===== src/rtl/reduct_pkg.sv =====
// Shared definitions for the reduction tree: the gather FSM state encoding
// and the identity (pad) word for each supported reduction operator.
package reduct_pkg;

  localparam int unsigned REDUCT_MAX_DATA = 1024;

  typedef enum logic {
    FILL,
    HOLD
  } state_e;

  // Identity of the reduction: all ones for AND, all zeros for OR/XOR and anything else.
  function automatic logic [REDUCT_MAX_DATA-1:0] reduct_pad(input string ope, input int unsigned data);
    logic [REDUCT_MAX_DATA-1:0] pad;
    pad = '0;
    if (ope == "and") begin
      for (int unsigned i = 0; i < REDUCT_MAX_DATA; i++) begin
        if (i < data) pad[i] = 1'b1;
      end
    end
    return pad;
  endfunction

endpackage


===== src/rtl/reduct_gather.sv =====
// Collects DATA-wide words into an IN-slot batch for the reduction tree,
// padding unfilled slots with the operator identity so short batches reduce correctly.
module reduct_gather
  import reduct_pkg::*;
#(
  parameter string       OPE  = "or",
  parameter int unsigned IN   = 4,
  parameter int unsigned DATA = 16
) (
  input  logic                            clk,
  input  logic                            reset_,
  input  logic                            in_valid,
  output logic                            in_ready,
  input  logic [DATA-1:0]                 in_data,
  input  logic                            in_last,
  input  logic                            flush,
  output logic                            out_valid,
  input  logic                            out_ready,
  output logic [IN-1:0][DATA-1:0]         out_vec,
  output logic [IN-1:0]                   out_mask,
  output logic [$clog2(IN+1)-1:0]         out_cnt
);

  localparam int unsigned    CW  = $clog2(IN + 1);
  localparam logic [DATA-1:0] PAD = DATA'(reduct_pad(OPE, DATA));

  state_e          state_q, state_d;
  logic [CW-1:0]   cnt_q, cnt_d;
  logic [IN-1:0]   mask_q, mask_d;
  logic [IN-1:0]   wr_sel;
  logic            clr;
  logic            accept;
  logic            close;

  assign in_ready = reset_ & ((state_q == FILL) | ((state_q == HOLD) & out_ready));
  assign accept   = in_valid & in_ready;
  // flush alongside an accepted word behaves exactly like in_last
  assign close    = in_last | flush;

  always_comb begin
    state_d = state_q;
    cnt_d   = cnt_q;
    mask_d  = mask_q;
    wr_sel  = '0;
    clr     = 1'b0;
    case (state_q)
      FILL: begin
        if (accept) begin
          for (int unsigned k = 0; k < IN; k++) begin
            wr_sel[k] = (cnt_q == CW'(k));
          end
          mask_d = mask_q | wr_sel;
          cnt_d  = cnt_q + CW'(1);
          if (close || (cnt_q == CW'(IN - 1))) state_d = HOLD;
        end else if (flush && (cnt_q != '0)) begin
          state_d = HOLD;
        end
      end
      HOLD: begin
        if (out_ready) begin
          // Retire the batch; a word accepted in the same cycle seeds slot 0 of the next.
          clr     = 1'b1;
          state_d = FILL;
          cnt_d   = '0;
          mask_d  = '0;
          if (accept) begin
            wr_sel[0] = 1'b1;
            mask_d    = wr_sel;
            cnt_d     = CW'(1);
            if ((IN == 1) || close) state_d = HOLD;
          end
        end
      end
      default: ;
    endcase
  end

  always_ff @(posedge clk or negedge reset_) begin
    if (!reset_) begin
      state_q <= FILL;
      cnt_q   <= '0;
      mask_q  <= '0;
    end else begin
      state_q <= state_d;
      cnt_q   <= cnt_d;
      mask_q  <= mask_d;
    end
  end

  for (genvar k = 0; k < IN; k++) begin : g_slot
    logic [DATA-1:0] slot_q;

    always_ff @(posedge clk or negedge reset_) begin
      if (!reset_) begin
        slot_q <= PAD;
      end else if (wr_sel[k]) begin
        slot_q <= in_data;
      end else if (clr) begin
        slot_q <= PAD;
      end
    end

    assign out_vec[k] = slot_q;
  end

  assign out_valid = (state_q == HOLD);
  assign out_mask  = mask_q;
  assign out_cnt   = cnt_q;

endmodule

===== config.mk =====
export PLATFORM = sky130hd
export DESIGN_NAME = reduct_gather
export DESIGN_NICKNAME = d
export VERILOG_FILES = /design/src/rtl/reduct_pkg.sv /design/src/rtl/reduct_gather.sv
export SDC_FILE = /design/constraint.sdc
export NUM_CORES = 1
export LEC_CHECK = 0
export BUFFER_PORTS_ARGS = -buffer_cell sky130_fd_sc_hd__buf_2
export CAP_MARGIN = 10
export CORE_UTILIZATION = 40
export DETAILED_ROUTE_END_ITERATION = 10
export PLACE_DENSITY = 0.7
export SETUP_SLACK_MARGIN = 0.1
export SYNTH_ARGS = -nofsm -noshare
export SYNTH_HDL_FRONTEND = slang
export SYNTH_SLANG_ARGS = --single-unit
export TNS_END_PERCENT = 30

===== constraint.sdc =====
create_clock -name clk -period 2.2 [get_ports clk]
set_input_delay 0.22 -clock clk [delete_from_list [all_inputs] [get_ports clk]]
set_output_delay 0.22 -clock clk [all_outputs]
set_load 0.05 [all_outputs]

After elaboration in Yosys (flattened, before gate mapping)
Cells that the tools add are included.

word-level totals
  bits in registers = 72
  logic and storage cells = 56

operators by class
  add/sub/neg operators = 1
  eq/ne operators = 5
  mux-type cells = 27
  bitwise operators = 7
  reduce and logical (&&, ||, !) cells = 9

operators with widths
  cell                   number
  $mux W16               5
  $mux W1                12
  $mux W4                3
  $mux W3                3
  $pmux W4 S2            1
  $reduce_bool A2 Y1     4
  $eq A3 B2 Y1 const B   2
  $pmux W3 S2            1
  $ne A2 B2 Y1 const B   2
  $or A4 B4 Y4           1
  $pmux W1 S2            2
  $add A3 B1 Y3 const B  1
  $and A1 B1 Y1          3
  $eq A3 B1 Y1 const B   1
  $logic_not A3 Y1       1
  $reduce_bool A3 Y1     1
  $or A1 B1 Y1           2
  $reduce_and A2 Y1      1
  $logic_and A1 B1 Y1    1
  $logic_or A1 B1 Y1     1
  $not A1 Y1             1

Logic depth before layout (Yosys ltp)
Gate-level depths: netlist of the first run.

  depth in word-level cells = 8
  gate-level depth with buffers = 7
  mapped depth without buffers = 5

Least setup slack after synthesis of the first run
No wires, ideal clock.

  path type = register -> register
  start point = register cnt_q[0], in the netlist out_cnt[0]
  end point = register g_slot[3].slot_q[12]
  arrival time = 1787 ps
  data required time = 2064 ps
  setup slack = 277 ps
  cell stages (with the launch flop) = 7
  path buffers = 2
  clock period less this slack = 1923 ps
  path through = dfrtp_1 > ha_1 > ha_1 > and4b_1 > clkbuf_1 > clkbuf_1 > o21ai_0

on the way
  word-level cells in the longest chain between the ends = 4

ends and longest elaborated chain
  what                                                   RTL line             source
  start, declared                                        reduct_gather.sv:28  logic [CW-1:0] cnt_q, cnt_d;
  start signal, assigned                                 reduct_gather.sv:85  cnt_q <= cnt_d;
  $eq A3 B2 Y1 (*)                                       reduct_gather.sv:50  wr_sel[k] = (cnt_q == CW'(k));
  $mux W4 (*)                                            reduct_gather.sv:48  if (accept) begin
  $mux W3 (*)                                            reduct_gather.sv:46  case (state_q)
  $mux W16 / $reduce_bool A2 Y1 (equally long branches)  --
  end signal, assigned                                   reduct_gather.sv:97  slot_q <= in_data;
  end, declared                                          reduct_gather.sv:91  logic [DATA-1:0] slot_q;

Mark *: on every way between the ends. The rest lies on a longest branch, timed or not.
A chain may end at the register's enable or synchronous reset.

Final worst setup path of the first run
  start point = register cnt_q[0], in the netlist out_cnt[0]
  end point = register g_slot[0].slot_q[13]

on the way
  word-level cells in the longest chain between the ends = 4

ends and longest elaborated chain
  what                                                   RTL line
  $logic_not A3 Y1 (*)                                   reduct_gather.sv:50
  $mux W4 (*)                                            reduct_gather.sv:48
  $pmux W1 S2 (*)                                        reduct_gather.sv:46
  $mux W16 / $reduce_bool A2 Y1 (equally long branches)  --
  end signal, assigned                                   reduct_gather.sv:97
  end, declared                                          reduct_gather.sv:91

Marks and branches as above.

==> flow_summary_export.csv, run 1 <==
group,metric,value,unit
power_and_ir_drop,swShare,46.28,%
die,io_pins,95,
die,initial_core_util,41.46,%
worst_setup_path,reg2reg_from,"out_cnt[0]$_DFFE_PN0P_",
synth,avgSynthCellArea,11.20,µm²
die,die_area,7909,µm²
run,cap_violations,0,
worst_setup_path,end_kind,"flip-flop",
synth,synth.net_count,297,
synth,synthesis.instances,270,
sta,slew_viol_final,0,
sta,finalClockSkew,0.006945,ns
power_and_ir_drop,clockPowerShare,20.3,%
clocking,cts_htree_levels,3,
drt,top_layer_used,"met4",
drt,wl_per_cell,15.00,µm
clocking,tritoncts,"done",
hold_path,min-delay-path-class,"in2reg",
layout,drive_above_1_share,34.42,%
place,place.port_buffers,94,
place,gp_congestion,0.8101,
power_and_ir_drop,p_sw,2334,µW
clocking,cts_made_buffers,9,
power_and_ir_drop,internal_power,2709,µW
worst_setup_path,critPathLaunchType,"flip-flop",
power_and_ir_drop,power_frac_seq,36.6,%
sta,setup_tns,0,ns
clocking,path_clk_slew,0.08,ns
synth,yosysSeqAreaShare,59.60,%
synth,ys_warn_count,0,
drt,via_per_inst,4.859,
die,coreArea,7292,µm²
drt,drt_pass1_iterations,4,
die,die_w,88.93,µm
hold_path,hp-start,"in_data[12]",
worst_setup_path,required,2.47,ns
sta,period_needed,1.880,ns
clocking,cts_setup_buffers,0,
drt,wl_met2,3292,µm
layout,final_nets,392,
synth,syn_area,3023,µm²
sta,hold_viol,0,
power_and_ir_drop,leakagePower,0.002259,µW
global_route,grt_antenna_before_repair,0,
synth,ys_types,28,
worst_setup_path,crit_path_start,"out_cnt[0]$_DFFE_PN0P_",
global_route,gr-total-overflow,0,
clocking,clk_latency,0.33,ns
worst_setup_path,worstSetupPathType,"reg2reg",
drt,route.met3.wl,298,µm
drt,drtIter0Drc,90,
layout,area_growth,24.83,%
global_route,grt_pass1_vias,2182,
global_route,grt_pass1_wl,10960,µm
drt,met1Wirelength,3338,µm
die,chipHeight,88.93,µm
global_route,track_usage,18.76,%
power_and_ir_drop,p_comb_share,43.1,%
sta,min_period_over_period,85.47,%
sta,worst_pin_slew,0.8591,ns
clocking,clockBufferDepth,2,
global_route,grt_max_degree,70,
synth,ys_ff_latch,72,
clocking,cts-root-buf,"clkbuf_8",
drt,vias,2274,
sta,setup_viol,0,
place,hpwl,4859,µm
die,rows,31,
clocking,cts.sink_count,72,
outcome,status,"complete, no violations",
drt,drc_errors,0,
sta,clock.fmax,531.8,MHz
sta,max-slew-margin-rel,42.73,%
drt,ant_nets,0,
sta,fin_ws,0.3197,ns
power_and_ir_drop,p_per_area,1336,nW/µm²
place,dp_slack,0.3343,ns
power_and_ir_drop,peakVddDrop,0.0007052,V
layout,antenna_cells,0,
drt,routed_wl,7020,µm
worst_setup_path,crit_fanout,17,
worst_setup_path,crit_arrival,2.15,ns
sta,rsz0062_at_grt,"false",
-- through the flow --
| step | util [%] | hold WS (ns) | total power (µW) | area (µm²) | cells |
|---|---|---|---|---|---|
| global placement | 48.94 | 0.03758 | 4020 | 3568 | 452 |
| detailed placement | 48.94 | 0.03983 | 4052 | 3568 | 452 |
| CTS | 51.75 | 0.1119 | 5091 | 3774 | 468 |
| finish | 51.75 | 0.1284 | 5043 | 3774 | 468 |
| floorplan | - | -0.07559 | 3520 | 3023 | 270 |
| global route | 51.75 | 0.1203 | 5306 | 3774 | 468 |
-- routing by layer --
metal | track usage [%] | vias to the layer above
met1 | 26.03 | 1120
li1 | - | 1084
met4 | 6.926 | 0
met5 | 0 | -
met3 | 4.709 | 6
met2 | 28.74 | 64
-- worst paths after layout --
kind | end | slack (ns) | cells after the start
worst min-delay path | g_slot[3].slot_q[12]$_DFFE_PN0P_ | 0.13 | 3
max in group asynchronous | g_slot[1].slot_q[6]$_DFFE_PN0P_ | 0.88 | 3
worst max-delay path | g_slot[0].slot_q[13]$_DFFE_PN0P_ | 0.32 | 5
min in group asynchronous | out_cnt[2]$_DFFE_PN0P_ | 0.28 | 2
worst min register to register | out_mask[2]$_DFFE_PN0P_ | 0.47 | 2
worst max register to register | g_slot[0].slot_q[13]$_DFFE_PN0P_ | 0.32 | 5
-- synthesized netlist by cell type --
master / number / area (µm²)
a21o_1: 1 / 7.510
a21oi_1: 1 / 5.000
a21oi_4: 1 / 16.27
a221oi_1: 1 / 8.760
a22o_1: 7 / 61.31
a22o_2: 9 / 90.09
a311o_1: 1 / 10.01
and2_1: 3 / 18.77
and4b_1: 1 / 10.01
and4bb_2: 1 / 12.51
buf_2: 1 / 5.000
buf_4: 2 / 15.01
buf_6: 2 / 22.52
clkbuf_1: 9 / 33.78
dfrtp_1: 72 / 1802
ha_1: 5 / 62.56
inv_1: 19 / 71.32
mux2i_1: 34 / 340.3
nand2_1: 68 / 255.2
nand2_2: 2 / 12.51
nand2b_1: 2 / 12.51
nor2_1: 6 / 22.52
o21a_1: 1 / 7.510
o21ai_0: 17 / 85.08
o22ai_1: 1 / 6.260
o31a_1: 1 / 8.760
o32ai_1: 1 / 8.760
or3b_4: 1 / 11.26
-- state kept, by name, indices dropped and copies added (netlist names) --
name,cells
g_slot.slot_q,64
out_cnt,3
out_mask,4
out_valid,1
-- cells in the final DEF (no fill, tap or decap), drive strengths merged, types with 5 or more instances in the layout --
| master | count |
|---|---|
| a22o | 16 |
| ha | 5 |
| nor2 | 6 |
| inv | 19 |
| nand2 | 70 |
| clkbuf | 10 |
| dfrtp | 72 |
| o21ai | 17 |
| buf | 97 |
| mux2i | 34 |
-- timing repair --
| item | in CTS | in global routing |
|---|---|---|
| endpoints found under the hold margin | 3 | 0 |
| hold buffers | 1 | 0 |
| gates resized for setup | 0 | 0 |
-- power groups by stage --
stage	Clock (µW)	Sequential [µW]	Combinational [µW]
after floorplan	0	2930	589
after global placement	0	1860	2160
after detailed placement	0	1860	2190
after CTS	1050	1850	2190
after global routing	1120	1890	2300
final	1020	1850	2170
-- cell families after synthesis --
group	after synthesis	synth area share (%)
and+or+nand+nor	84	11.75
adders and majority gates	5	2.070
AOI/OAI and AO/OA	42	10.43
DFF	72	59.60
muxes	34	11.26
buffers and inverters	33	4.884
-- cell type report --
cell class	count	area (µm²)
fill	703	3518
clock inverter	5	57.56
sequential	72	1802
timing repair buffer	98	505.5
tap	99	123.9
multi-input combinational	165	1076
clock buffer	10	137.6
inverter	19	71.32
-- critical path, stage by stage, from the launching register on --
cell	delay, ns
dfrtp_1	0.45
inv_1	0.11
ha_1	0.17
or3b_4	0.39
a21oi_4	0.45
a22o_2	0.24
Note: power is estimated with default switching activity, not from simulation.
==> run 2, diff against run 1 <==
--- a/config.mk
+++ b/config.mk
@@ -7,6 +7,7 @@
 export LEC_CHECK = 0
 export BUFFER_PORTS_ARGS = -buffer_cell sky130_fd_sc_hd__buf_2
 export CAP_MARGIN = 10
+export CORE_MARGIN = 5
 export CORE_UTILIZATION = 40
 export DETAILED_ROUTE_END_ITERATION = 10
 export PLACE_DENSITY = 0.7
==> flow_summary_export.csv, run 2 (synthesis results as in run 1) <==
group,metric,value,unit
global_route,grt_max_degree,71,
layout,fill_cells,691,
layout,final_cell_mix,"93 x buf_2, 72 x dfrtp_1, 67 x nand2_1, 34 x mux2i_1, 19 x inv_1",
hold_path,min-delay-path-class,"in2reg",
worst_setup_path,critPathLaunchType,"flip-flop",
power_and_ir_drop,internal_power,2917,µW
layout,area_growth,26.41,%
worst_setup_path,crit_fanout,17,
drt,wl_per_cell,15.97,µm
layout,top_register,"g_slot.slot_q",
drt,drc_errors,0,
clocking,clk_latency,0.33,ns
power_and_ir_drop,peakVddDrop,0.0005280,V
sta,clock.fmax,531.9,MHz
worst_setup_path,r2r_slack,0.32,ns
worst_setup_path,crit_arrival,2.15,ns
worst_setup_path,cp.buffers_inverters,1,
sta,slew_viol_final,0,
sta,setup_viol,0,
sta,finalClockSkew,0.005312,ns
worst_setup_path,required,2.47,ns
drt,drt_pass1_iterations,4,
global_route,gr-total-overflow,0,
sta,rsz0062_at_grt,"false",
power_and_ir_drop,power,5273,µW
clocking,cts.sink_count,72,
global_route,grt_antenna_before_repair,0,
sta,period_needed,1.880,ns
die,die_area,9395,µm²
sta,hold_slack,0.1258,ns
die,initial_core_util,41.46,%
clocking,cts_htree_levels,3,
worst_setup_path,end_kind,"flip-flop",
power_and_ir_drop,p_comb_share,41.6,%
drt,vias,2311,
sta,min_period_over_period,85.46,%
worst_setup_path,worstPathCellList,"inv_1 -> ha_1 -> or3b_4 -> a21oi_4 -> a22o_2",
die,die_w,96.93,µm
die,io_pins,95,
clocking,path_clk_slew,0.08,ns
worst_setup_path,slowest_delay,0.45,ns
die,chipHeight,96.93,µm
layout,final_common_cell,"buf_2",
layout,drive_above_1_share,34.50,%
die,rows,31,
place,gp_congestion,0.7813,
global_route,track_usage,16.38,%
layout,largest_reg_flops,64,
place,place.port_buffers,94,
drt,via_per_inst,4.917,
die,coreArea,7292,µm²
outcome,status,"complete, no violations",
drt,routed_wl,7506,µm
sta,setup_tns,0,ns
clocking,clockBufferDepth,2,
place,dp_slack,0.3345,ns
worst_setup_path,critPathTopFamily,"compound AO/OA/AOI/OAI gates",
sta,fin_ws,0.3198,ns
power_and_ir_drop,swShare,44.67,%
drt,ant_nets,0,
power_and_ir_drop,clockPowerShare,23.3,%
layout,final_nets,393,
layout,seqCellArea,1802,µm²
clocking,tritoncts,"done",
worst_setup_path,worstSetupPathType,"reg2reg",
place,hpwl,5350,µm
power_and_ir_drop,p_sw,2355,µW
power_and_ir_drop,power_frac_seq,35.1,%
layout,antenna_cells,0,
power_and_ir_drop,p_per_area,1380,nW/µm²
clocking,cts_setup_buffers,0,
drt,drtIter0Drc,54,
layout,final_core_util,52.40,%
power_and_ir_drop,leakagePower,0.002278,µW
global_route,grt_pass1_vias,2423,
sta,max-slew-margin-rel,41.81,%
clocking,cts-root-buf,"clkbuf_8",
sta,worst_pin_slew,0.8728,ns
layout,multi_input_area,1076,µm²
clocking,cts_made_buffers,9,
clocking,ctsResizeCount,0,
global_route,grt_pass1_wl,12520,µm
run,cap_violations,0,
sta,hold_viol,0,
worst_setup_path,crit_slowest_cell,"dfrtp_1",
## run 2: metrics by stage
stage,instance area (µm²),instances
detailed placement,3576,453
CTS,3821,470
global route,3821,470
finish,3821,470
global placement,3576,453
floorplan,3023,270
## run 2: power groups by stage
stage                     clock (µW)  sequential, µW  combinational [µW]
after detailed placement           0            1880                2210
after CTS                       1250            1850                2220
after floorplan                    0            2930                 589
final                           1230            1850                2190
after global routing            1300            1900                2320
after global placement             0            1870                2170
## run 2: repair_timing
action | 4_1_cts | 5_1_grt
hold buffers | 1 | 0
endpoints found under the hold margin | 2 | 0
endpoints found under the setup margin | 0 | 0
## run 2: area by class of cell
| type | count | area share (%) |
|---|---|---|
| clock buffers | 10 | 3.340 |
| well taps | 99 | 3.242 |
| clock inverters | 6 | 2.816 |
| multi-input cells | 165 | 28.16 |
| repair buffers | 99 | 13.43 |
| flip-flops and latches | 72 | 47.15 |
| inverters | 19 | 1.866 |
## run 2: tightest hold or removal path, stage by stage
cell and delay (ns):
buf_2 0.10, nand2_1 0.04, o21ai_0 0.06
## run 2: final timing paths
path	startpoint	cells past startpoint	end
setup / recovery	out_cnt[0]$_DFFE_PN0P_	5	g_slot[0].slot_q[10]$_DFFE_PN0P_
hold / removal	in_data[13]	3	g_slot[3].slot_q[13]$_DFFE_PN0P_
setup reg to reg	out_cnt[0]$_DFFE_PN0P_	5	g_slot[0].slot_q[10]$_DFFE_PN0P_
hold reg to reg	out_mask[2]$_DFFE_PN0P_	2	out_mask[2]$_DFFE_PN0P_
max in group asynchronous	reset_	3	g_slot[0].slot_q[9]$_DFFE_PN0P_
min in group asynchronous	reset_	2	out_cnt[2]$_DFFE_PN0P_
## run 2: layer usage
layer / vias up / GRT usage, % / part of all wire [%]
li1: 1093 / - / -
met1: 1154 / 21.15 / 44
met2: 58 / 26.49 / 50
met3: 6 / 4.604 / 5.1
met4: 0 / 5.508 / 1.1
met5: - / 0 / 0
